[src/rtl/mgmt_gpio_pkg.sv]
// rtl/mgmt_gpio_pkg.sv - register map, field positions and blink FSM states for mgmt_gpio_ctrl
package mgmt_gpio_pkg;

  // Register index taken from wb_adr_i[4:2] (byte offset / 4)
  localparam logic [2:0] REG_DATA   = 3'd0;  // 0x00
  localparam logic [2:0] REG_OE     = 3'd1;  // 0x04
  localparam logic [2:0] REG_CTRL   = 3'd2;  // 0x08
  localparam logic [2:0] REG_PERIOD = 3'd3;  // 0x0C
  localparam logic [2:0] REG_STATUS = 3'd4;  // 0x10
  localparam logic [2:0] REG_IRQ_EN = 3'd5;  // 0x14

  localparam int DATA_OUT_BIT    = 0;
  localparam int DATA_IN_BIT     = 1;
  localparam int OE_BIT          = 0;
  localparam int CTRL_START_BIT  = 0;
  localparam int CTRL_STOP_BIT   = 1;
  localparam int CTRL_COUNT_LSB  = 8;
  localparam int COUNT_W         = 8;
  localparam int STATUS_BUSY_BIT = 0;
  localparam int STATUS_DONE_BIT = 1;
  localparam int STATUS_EDGE_BIT = 2;

  typedef enum logic [1:0] {
    BLINK_IDLE = 2'd0,
    BLINK_HIGH = 2'd1,
    BLINK_LOW  = 2'd2
  } blink_state_e;

  // Byte-lane merge: lanes with sel set take the new value, others keep the old one
  function automatic logic [31:0] merge_lanes(input logic [31:0] old_v,
                                              input logic [31:0] new_v,
                                              input logic [3:0]  sel);
    logic [31:0] res;
    for (int i = 0; i < 4; i++) begin
      res[i*8 +: 8] = sel[i] ? new_v[i*8 +: 8] : old_v[i*8 +: 8];
    end
    return res;
  endfunction

endpackage

[src/rtl/gpio_blink_gen.sv]
// rtl/gpio_blink_gen.sv - blink timer FSM producing a pulse train on the pad level
module gpio_blink_gen
  import mgmt_gpio_pkg::*;
#(
  parameter int BLINK_W = 24
) (
  input  logic               clk,
  input  logic               rst,
  input  logic               start,
  input  logic               stop,
  input  logic [BLINK_W-1:0] period,
  input  logic [COUNT_W-1:0] count,
  output logic               level,
  output logic               busy,
  output logic               done_pulse
);

  localparam logic [BLINK_W-1:0] ONE = {{(BLINK_W-1){1'b0}}, 1'b1};

  blink_state_e       state_q, state_d;
  logic [BLINK_W-1:0] cnt_q, cnt_d;
  logic [BLINK_W-1:0] half_q, half_d;
  logic [COUNT_W-1:0] target_q, target_d;
  logic [COUNT_W-1:0] pulses_q, pulses_d;
  logic [COUNT_W-1:0] pulses_inc;
  logic [BLINK_W-1:0] period_eff;
  logic               level_q, level_d;
  logic               busy_q, busy_d;
  logic               done_q, done_d;

  // Next-state logic: stop beats everything, start only honoured from IDLE
  always_comb begin
    state_d    = state_q;
    cnt_d      = cnt_q;
    half_d     = half_q;
    target_d   = target_q;
    pulses_d   = pulses_q;
    level_d    = level_q;
    done_d     = 1'b0;
    period_eff = (period == '0) ? ONE : period;
    pulses_inc = pulses_q + 1'b1;
    if (stop) begin
      state_d = BLINK_IDLE;
      level_d = 1'b0;
    end else begin
      case (state_q)
        BLINK_IDLE: begin
          if (start) begin
            state_d  = BLINK_HIGH;
            level_d  = 1'b1;
            half_d   = period_eff;
            cnt_d    = period_eff;
            target_d = count;
            pulses_d = '0;
          end
        end
        BLINK_HIGH: begin
          if (cnt_q == ONE) begin
            state_d = BLINK_LOW;
            level_d = 1'b0;
            cnt_d   = half_q;
          end else begin
            cnt_d = cnt_q - ONE;
          end
        end
        BLINK_LOW: begin
          if (cnt_q == ONE) begin
            pulses_d = pulses_inc;
            if (target_q != '0 && pulses_inc == target_q) begin
              state_d = BLINK_IDLE;
              done_d  = 1'b1;
            end else begin
              state_d = BLINK_HIGH;
              level_d = 1'b1;
              cnt_d   = half_q;
            end
          end else begin
            cnt_d = cnt_q - ONE;
          end
        end
        default: begin
          state_d = BLINK_IDLE;
          level_d = 1'b0;
        end
      endcase
    end
    busy_d = (state_d != BLINK_IDLE);
  end

  // FSM state, timer and registered outputs
  always_ff @(posedge clk or posedge rst) begin
    if (rst) begin
      state_q  <= BLINK_IDLE;
      cnt_q    <= '0;
      half_q   <= '0;
      target_q <= '0;
      pulses_q <= '0;
      level_q  <= 1'b0;
      busy_q   <= 1'b0;
      done_q   <= 1'b0;
    end else begin
      state_q  <= state_d;
      cnt_q    <= cnt_d;
      half_q   <= half_d;
      target_q <= target_d;
      pulses_q <= pulses_d;
      level_q  <= level_d;
      busy_q   <= busy_d;
      done_q   <= done_d;
    end
  end

  assign level      = level_q;
  assign busy       = busy_q;
  assign done_pulse = done_q;

endmodule

[src/rtl/mgmt_gpio_ctrl.sv]
// rtl/mgmt_gpio_ctrl.sv - Wishbone-managed single GPIO with blink generator and interrupts
module mgmt_gpio_ctrl
  import mgmt_gpio_pkg::*;
#(
  parameter int                 BLINK_W  = 24,
  parameter logic [BLINK_W-1:0] RST_HALF = 24'd1000
) (
  input  logic        sys_clk,
  input  logic        sys_rst,
  input  logic        wb_cyc_i,
  input  logic        wb_stb_i,
  input  logic        wb_we_i,
  input  logic [4:0]  wb_adr_i,
  input  logic [3:0]  wb_sel_i,
  input  logic [31:0] wb_dat_i,
  output logic [31:0] wb_dat_o,
  output logic        wb_ack_o,
  input  logic        gpio_in_pad,
  output logic        gpio_out_pad,
  output logic        gpio_oeb_pad,
  output logic        irq_o
);

  logic               ack_q, ack_d;
  logic [31:0]        dat_o_q, dat_o_d;
  logic               data_out_q, data_out_d;
  logic               oe_q, oe_d;
  logic [COUNT_W-1:0] count_q, count_d;
  logic [BLINK_W-1:0] period_q, period_d;
  logic               done_q, done_d;
  logic               edge_q, edge_d;
  logic [1:0]         irq_en_q, irq_en_d;
  logic               irq_q, irq_d;
  logic               sync1_q, sync1_d;
  logic               sync2_q, sync2_d;
  logic               sync3_q, sync3_d;

  logic               bus_req, bus_wr;
  logic [2:0]         reg_idx;
  logic [31:0]        rdata, wr_merged;
  logic               wr_data, wr_oe, wr_ctrl, wr_period, wr_status, wr_irq_en;
  logic               blink_start, blink_stop, clr_done, clr_edge, edge_set;
  logic               blink_level, blink_busy, blink_done;
  logic               unused_bits;

  // Read mux, write decode and next-state for every register
  always_comb begin
    bus_req = wb_cyc_i & wb_stb_i & ~ack_q;
    // The write commits on the ack cycle while the master still holds the bus
    bus_wr  = ack_q & wb_cyc_i & wb_stb_i & wb_we_i;
    reg_idx = wb_adr_i[4:2];

    rdata = '0;
    case (reg_idx)
      REG_DATA: begin
        rdata[DATA_OUT_BIT] = data_out_q;
        rdata[DATA_IN_BIT]  = sync2_q;
      end
      REG_OE:     rdata[OE_BIT] = oe_q;
      REG_CTRL:   rdata[CTRL_COUNT_LSB +: COUNT_W] = count_q;
      REG_PERIOD: rdata[BLINK_W-1:0] = period_q;
      REG_STATUS: begin
        rdata[STATUS_BUSY_BIT] = blink_busy;
        rdata[STATUS_DONE_BIT] = done_q;
        rdata[STATUS_EDGE_BIT] = edge_q;
      end
      REG_IRQ_EN: rdata[1:0] = irq_en_q;
      default:    rdata = '0;
    endcase

    wr_merged = merge_lanes(rdata, wb_dat_i, wb_sel_i);
    wr_data   = bus_wr && (reg_idx == REG_DATA);
    wr_oe     = bus_wr && (reg_idx == REG_OE);
    wr_ctrl   = bus_wr && (reg_idx == REG_CTRL);
    wr_period = bus_wr && (reg_idx == REG_PERIOD);
    wr_status = bus_wr && (reg_idx == REG_STATUS);
    wr_irq_en = bus_wr && (reg_idx == REG_IRQ_EN);

    blink_start = wr_ctrl & wb_sel_i[0] & wb_dat_i[CTRL_START_BIT];
    blink_stop  = wr_ctrl & wb_sel_i[0] & wb_dat_i[CTRL_STOP_BIT];
    clr_done    = wr_status & wb_sel_i[0] & wb_dat_i[STATUS_DONE_BIT];
    clr_edge    = wr_status & wb_sel_i[0] & wb_dat_i[STATUS_EDGE_BIT];

    data_out_d = wr_data   ? wr_merged[DATA_OUT_BIT] : data_out_q;
    oe_d       = wr_oe     ? wr_merged[OE_BIT] : oe_q;
    // Count fed to the blink generator already includes a same-write update
    count_d    = wr_ctrl   ? wr_merged[CTRL_COUNT_LSB +: COUNT_W] : count_q;
    period_d   = wr_period ? wr_merged[BLINK_W-1:0] : period_q;
    irq_en_d   = wr_irq_en ? wr_merged[1:0] : irq_en_q;

    sync1_d  = gpio_in_pad;
    sync2_d  = sync1_q;
    sync3_d  = sync2_q;
    edge_set = sync2_q ^ sync3_q;

    // Set events win over a coincident W1C clear
    done_d = blink_done | (done_q & ~clr_done);
    edge_d = edge_set   | (edge_q & ~clr_edge);
    irq_d  = |({edge_q, done_q} & irq_en_q);

    ack_d   = bus_req;
    dat_o_d = (bus_req & ~wb_we_i) ? rdata : '0;
  end

  // Register file, bus response and input synchronizer
  always_ff @(posedge sys_clk or posedge sys_rst) begin
    if (sys_rst) begin
      ack_q      <= 1'b0;
      dat_o_q    <= '0;
      data_out_q <= 1'b0;
      oe_q       <= 1'b0;
      count_q    <= '0;
      period_q   <= RST_HALF;
      done_q     <= 1'b0;
      edge_q     <= 1'b0;
      irq_en_q   <= '0;
      irq_q      <= 1'b0;
      sync1_q    <= 1'b0;
      sync2_q    <= 1'b0;
      sync3_q    <= 1'b0;
    end else begin
      ack_q      <= ack_d;
      dat_o_q    <= dat_o_d;
      data_out_q <= data_out_d;
      oe_q       <= oe_d;
      count_q    <= count_d;
      period_q   <= period_d;
      done_q     <= done_d;
      edge_q     <= edge_d;
      irq_en_q   <= irq_en_d;
      irq_q      <= irq_d;
      sync1_q    <= sync1_d;
      sync2_q    <= sync2_d;
      sync3_q    <= sync3_d;
    end
  end

  gpio_blink_gen #(
    .BLINK_W (BLINK_W)
  ) u_blink (
    .clk        (sys_clk),
    .rst        (sys_rst),
    .start      (blink_start),
    .stop       (blink_stop),
    .period     (period_q),
    .count      (count_d),
    .level      (blink_level),
    .busy       (blink_busy),
    .done_pulse (blink_done)
  );

  assign unused_bits  = ^{wb_adr_i[1:0], wr_merged};
  assign wb_ack_o     = ack_q;
  assign wb_dat_o     = dat_o_q;
  assign gpio_oeb_pad = ~oe_q;
  assign gpio_out_pad = blink_busy ? blink_level : data_out_q;
  assign irq_o        = irq_q;

endmodule

[config.mk]
export PLATFORM = sky130hd
export DESIGN_NAME = mgmt_gpio_ctrl
export DESIGN_NICKNAME = d
export VERILOG_FILES = /design/src/rtl/mgmt_gpio_pkg.sv /design/src/rtl/gpio_blink_gen.sv /design/src/rtl/mgmt_gpio_ctrl.sv
export SDC_FILE = /design/constraint.sdc
export NUM_CORES = 1
export LEC_CHECK = 0
export ABC_AREA = 0
export BUFFER_PORTS_ARGS = -buffer_cell sky130_fd_sc_hd__buf_2
export CORE_ASPECT_RATIO = 1.4
export CORE_MARGIN = 2
export CORE_UTILIZATION = 52
export DETAILED_ROUTE_END_ITERATION = 7
export PLACE_DENSITY = 0.81
export SYNTH_ARGS = -nofsm -noshare
export SYNTH_HDL_FRONTEND = slang
export SYNTH_SLANG_ARGS = --single-unit
[constraint.sdc]
create_clock -name sys_clk -period 5.46 [get_ports sys_clk]
set_input_delay 1.092 -clock sys_clk [delete_from_list [all_inputs] [get_ports sys_clk]]
set_output_delay 1.092 -clock sys_clk [all_outputs]
set_load 0.05 [all_outputs]
After elaboration in Yosys (flattened, before gate mapping)
Index checks and enable logic that the tools add are counted.
- add/subtract/negate cells: 2
- equal/unequal tests: 16
- mux-type cells: 37
- bitwise operators: 24
- reductions and logical operators: 19
- operator list (operator ; number):
    $mux 24 ; 6
    $pmux 24 s3 ; 1
    $mux 8 ; 7
    $pmux 8 s2 ; 2
    $eq 24x1->1 const B ; 1
    $logic_not 24->1 ; 1
    $sub 24x1->24 const B ; 1
    $and 1x1->1 ; 14
    $reduce_and 4->1 ; 3
    $mux 1 ; 11
    $ne 3x3->1 const B ; 3
    $add 8x1->8 const B ; 1
    $eq 8x8->1 ; 1
    $mux 2 ; 4
    $reduce_bool 8->1 ; 1
    $logic_and 1x1->1 ; 7
    $eq 3x2->1 const B ; 2
    $eq 3x3->1 const B ; 2
    $ne 3x2->1 const B ; 2
    $not 1->1 ; 6
    $pmux 2 s3 ; 1
    $mux 5 ; 1
    $pmux 1 s5 ; 1
    $pmux 1 s4 ; 1
    16 further kinds ; 18
- bits in registers: 136
- output and inout bits: 36
- logic and storage cells: 119

Logic depth before layout (Yosys ltp)
- depth in word-level cells: 10
- gate-level depth with buffers: 10
- gate-level depth less buffers: 9

Modules after synthesis
From an unflattened synthesis, not the netlist that was laid out.
- cells, all modules: 664
- area, all modules: 6999.2 um2
- modules (own cells, without submodules) (module ; times used ; cells each ; area an instance (um2)):
    gpio_blink_gen ; 1 ; 438 ; 4222.8
    mgmt_gpio_ctrl ; 1 ; 226 ; 2776.4

Least setup slack after synthesis
No wires, ideal clock.
- kind: input to register
- start point: input port wb_adr_i[4]
- end point: register u_blink.cnt_q[10]
- library setup time: 0.125 ns
- arrival time: 3.141 ns
- required time: 5.335 ns
- path slack: 2.194 ns
- stages: 8
- path buffers: 2
- cells stage by stage: buf_2 > nand2b_1 > nor3_1 > a21oi_1 > or3_1 > a31oi_2 > buf_2 > mux2_2
- longest elaborated chain between the ends: 6
- RTL lines (what ; line ; text):
    start: declaration ; mgmt_gpio_ctrl.sv:13 ; input logic [4:0] wb_adr_i,
    $eq 3x2->1 * ; mgmt_gpio_ctrl.sv:74 ; wr_ctrl = bus_wr && (reg_idx == REG_CTRL);
    $logic_and 1x1->1 * ; mgmt_gpio_ctrl.sv:74 ;
    $and 1x1->1 * ; mgmt_gpio_ctrl.sv:79, mgmt_gpio_ctrl.sv:80 ;
    $and 1x1->1, on equally long branches ; mgmt_gpio_ctrl.sv:79, mgmt_gpio_ctrl.sv:80 ;
    $ne 2x2->1 (no source line) or $not 1->1 (tied branches) ; -- ;
    $reduce_and 4->1 (no source line) * ; -- ;
    end signal: assignment ; gpio_blink_gen.sv:103 ; cnt_q <= cnt_d;
    end: declaration ; gpio_blink_gen.sv:21 ; logic [BLINK_W-1:0] cnt_q, cnt_d;
Mark *: on every way between the ends. The rest lies on a longest branch, timed or not.
A chain may end at the register's enable or synchronous reset.

Worst setup path after layout
- start point: input port wb_adr_i[4]
- end point: register u_blink.cnt_q[17]
The elaborated chain is that of the path after synthesis.

==> metrics.md <==
| Metric | Value |
|---|---|
| Area grow syn2layout | 14.16% |
| Vias per cell | a little under 6 |
| Layout Nets | roughly 800 |
| TritonRoute pass-1 iters | 5 |
| Post-synthesis sequential area ratio | 49.04% |
| GRT overflow | 0 |
| CP Class | input port to flip-flop |
| Post-DP HPWL | ~11 mm |
| Gp weighted congestion | around 0.91 |
| Seq cells post-synth | around 140 |
| Worst IR Drop VDD | 0.3122 mV |
| Max-Cap Viols | 0 |
| Setup Fix Bufs, Post-CTS | 0 |
| Final TNS setup | 0 ps |
| Max Slew Vio Count | 0 |
| Tot Pwr | around 0.0039 W |
| Layout cells sized above 1 | about a quarter |
| Port-buffer cells | between 60 and 70 |
| Cts hold-fix bufs | 0 |
| Syn Area/Cell | ~9.8 µm² |
| EDFF count, synth | 0 |
| Post-CTS sizing | 0 |
| Cell count after synthesis | 711 |
| Syn Std Cell Area | between 6000 and 7000 µm² |
| Post-synth top area cell | dfrtp_1 |
| Status | complete, no violations |
| Max_slew headroom | a little under two fifths |
| Total track usage | 24.60% |
| Vias | roughly 5500 |
| RSZ-0062 raised after global routing | no |
| Hold/Removal Path Class | flip-flop to flip-flop |
| Most used DFF post-synth | dfrtp_1 |
| ANT cells | 0 |
| Startpoint class of the critical path | input port |
| # DRC | 0 |
| Initial DRC count | 308 |
| Starting density of the core | a little over half |
| Tcrit/Tclk final | about 66% |
| Routed WL | roughly 16 mm |
| Setup Viol. Count Final | 0 |
| Worst skew pair latency | between 400 and 500 ps |
| Clock Tree Buf Depth | 2 |
| FFs w/ async S/R, synth | 100.0% |
| Initial antenna violation count | 0 |
| Critical-path maximum fanout | 22 |
| Min cycle time layout | between 3000 and 4000 ps |
| Power per Cell Area | 486.2 nW/µm² |
| FP Rows | 50 |
| DIE WIDTH | ~100 µm |
| Final hold violations | 0 |
| CTS Sinks | between 100 and 150 |
| Slew @ Worst Pin | about 900 ps |
| FMAX | ~0.28 GHz |
| WL/cell | approximately 17 µm |
| # IOs | 83 |
| TritonCTS clock tree | yes |
| Worst Clk Skew | roughly 6.9 ps |
| H-tree Lvls | 4 |
| Die height | 140.8 µm |
| Number of global-route vias before repair | about 5600 |
| Clock root cell | clkbuf_16 |
| Post-synthesis cell type count | 65 |
| Warning count from the yosys run | 0 |
| Leak pwr | approximately 3.7 nW |
| Detail Route Antenna Nets | 0 |
| Setup ws final | around 1900 ps |
| Largest cells by area after synthesis | dfrtp_1 47%, mux2_2 10%, nand2_1 4.5% |
| Largest net degree at the start of global routing | 96 |
| First-pass GRT wire length | around 27 mm |
| Count leader, synth | dfrtp_1 |
| Worst EP arrival | between 3000 and 4000 ps |
| Most instantiated cells after synthesis | 130 x dfrtp_1, 83 x nand2_1, 62 x mux2_2, 62 x nor2_1, 61 x o21ai_0 |
| WP data required | ~5800 ps |
| CTS clk-pin slew, worst paths | about 60 ps |
| Die ar. | 14330 µm² |
| CTS buffer count | 17 |
| Core Region | ~13000 µm² |
| Area share of the largest cell type after synthesis | 46.77% |
| CP endpoint kind | flip-flop |
| Dpl ws | about 1500 ps |
==> worst max-delay path, stage by stage <==
cell	delay, ps
buf_2	160
nand2b_1	190
nor3_2	160
buf_4	280
a21oi_1	180
or3_1	430
a31oi_2	680
buf_4	350
mux2_2	360
==> path summary, 6_finish.rpt <==
check	from	endpoint	slack, ps	depth (start not counted)
max	wb_adr_i[4]	u_blink.cnt_q[17]	1850	9
min	sync1_q	sync2_q	350	0
max reg2reg	u_blink.pulses_q[0]	u_blink.cnt_q[17]	2060	9
min reg2reg	sync1_q	sync2_q	350	0
max in group asynchronous	sys_rst	u_blink.target_q[7]	3540	3
min in group asynchronous	sys_rst	wb_dat_o[22]	840	2
==> sequential cells by signal, summed over array words and instances (netlist names) <==
signal              count
u_blink.target_q        8
u_blink.half_q         24
irq_en_q                2
sync1_q                 1
edge_q                  1
u_blink.pulses_q        8
count_q                 8
data_out_q              1
sync2_q                 1
oe_q                    1
irq_o                   1
sync3_q                 1
wb_dat_o               24
u_blink.level           1
u_blink.busy            1
u_blink.cnt_q          24
done_q                  1
period_q               24
u_blink.state_q         2
wb_ack_o                1
u_blink.done_pulse      1
==> layout make-up <==
cell class / instances / area, µm²
sequential: 136 / 3411
fill: 1085 / 5260
clock inverter: 14 / 186.4
timing repair buffer: 68 / 352.8
multi-input combinational: 497 / 3188
inverter: 36 / 145.1
clock buffer: 18 / 429.2
tap: 182 / 227.7
==> cell usage in the layout, fill, tap and decap left out, drive strengths merged, types with 7 or more instances in the layout <==
| cell type | synthesis | final |
|---|---|---|
| clkbuf | 31 | 18 |
| inv | 35 | 41 |
| nor2 | 62 | 62 |
| a21oi | 24 | 24 |
| xor2 | 15 | 15 |
| ha | 7 | 7 |
| o21ai | 62 | 62 |
| nand3 | 20 | 20 |
| o22ai | 10 | 10 |
| nand4 | 7 | 7 |
| conb | 1 | 8 |
| nand2 | 83 | 83 |
| buf | 18 | 68 |
| nor2b | 7 | 7 |
| xnor2 | 10 | 10 |
| o211ai | 12 | 12 |
| nor4 | 12 | 12 |
| dfrtp | 130 | 130 |
| or3 | 7 | 7 |
| a31oi | 7 | 7 |
| nor3 | 25 | 25 |
| mux2 | 63 | 63 |
==> cells by family after synthesis <==
logic type      share of synthesized area [%]
compound gates                          12.95
xor+xnor                                3.148
fa+ha+maj                               1.259
buf+inv                                 5.576
flops                                   49.04
mux                                     10.87
other cells                           0.05391
simple gates                            17.11
==> per-stage QoR <==
step	instances	util, %	cell area [µm²]	hold WS (ps)
after floorplan	718	-	6982	331.2
after global placement	919	55.49	7325	339.1
after detailed placement	919	55.49	7325	340.5
after CTS	951	60.15	7940	355.0
after global routing	951	60.15	7940	367.8
final	951	60.15	7940	354.0
==> layer usage <==
metal  up-vias  track usage [%]  wire (µm)
met5         -                0          0
met4         0            10.67        501
met3        33            4.809        743
met2       170            42.76       8849
met1      2714            29.15       6393
li1       2562                -          -
==> power breakdown <==
group	leakage (nW)	internal (W)	switching, W	total [W]
combinational	1.62	0.000550	0.000859	0.00141
sequential	1.82	0.00112	0.000137	0.00125
clock	0.294	0.000730	0.000468	0.00120
total	3.73	0.00240	0.00146	0.00386
Note: power is estimated with default switching activity, not from simulation.
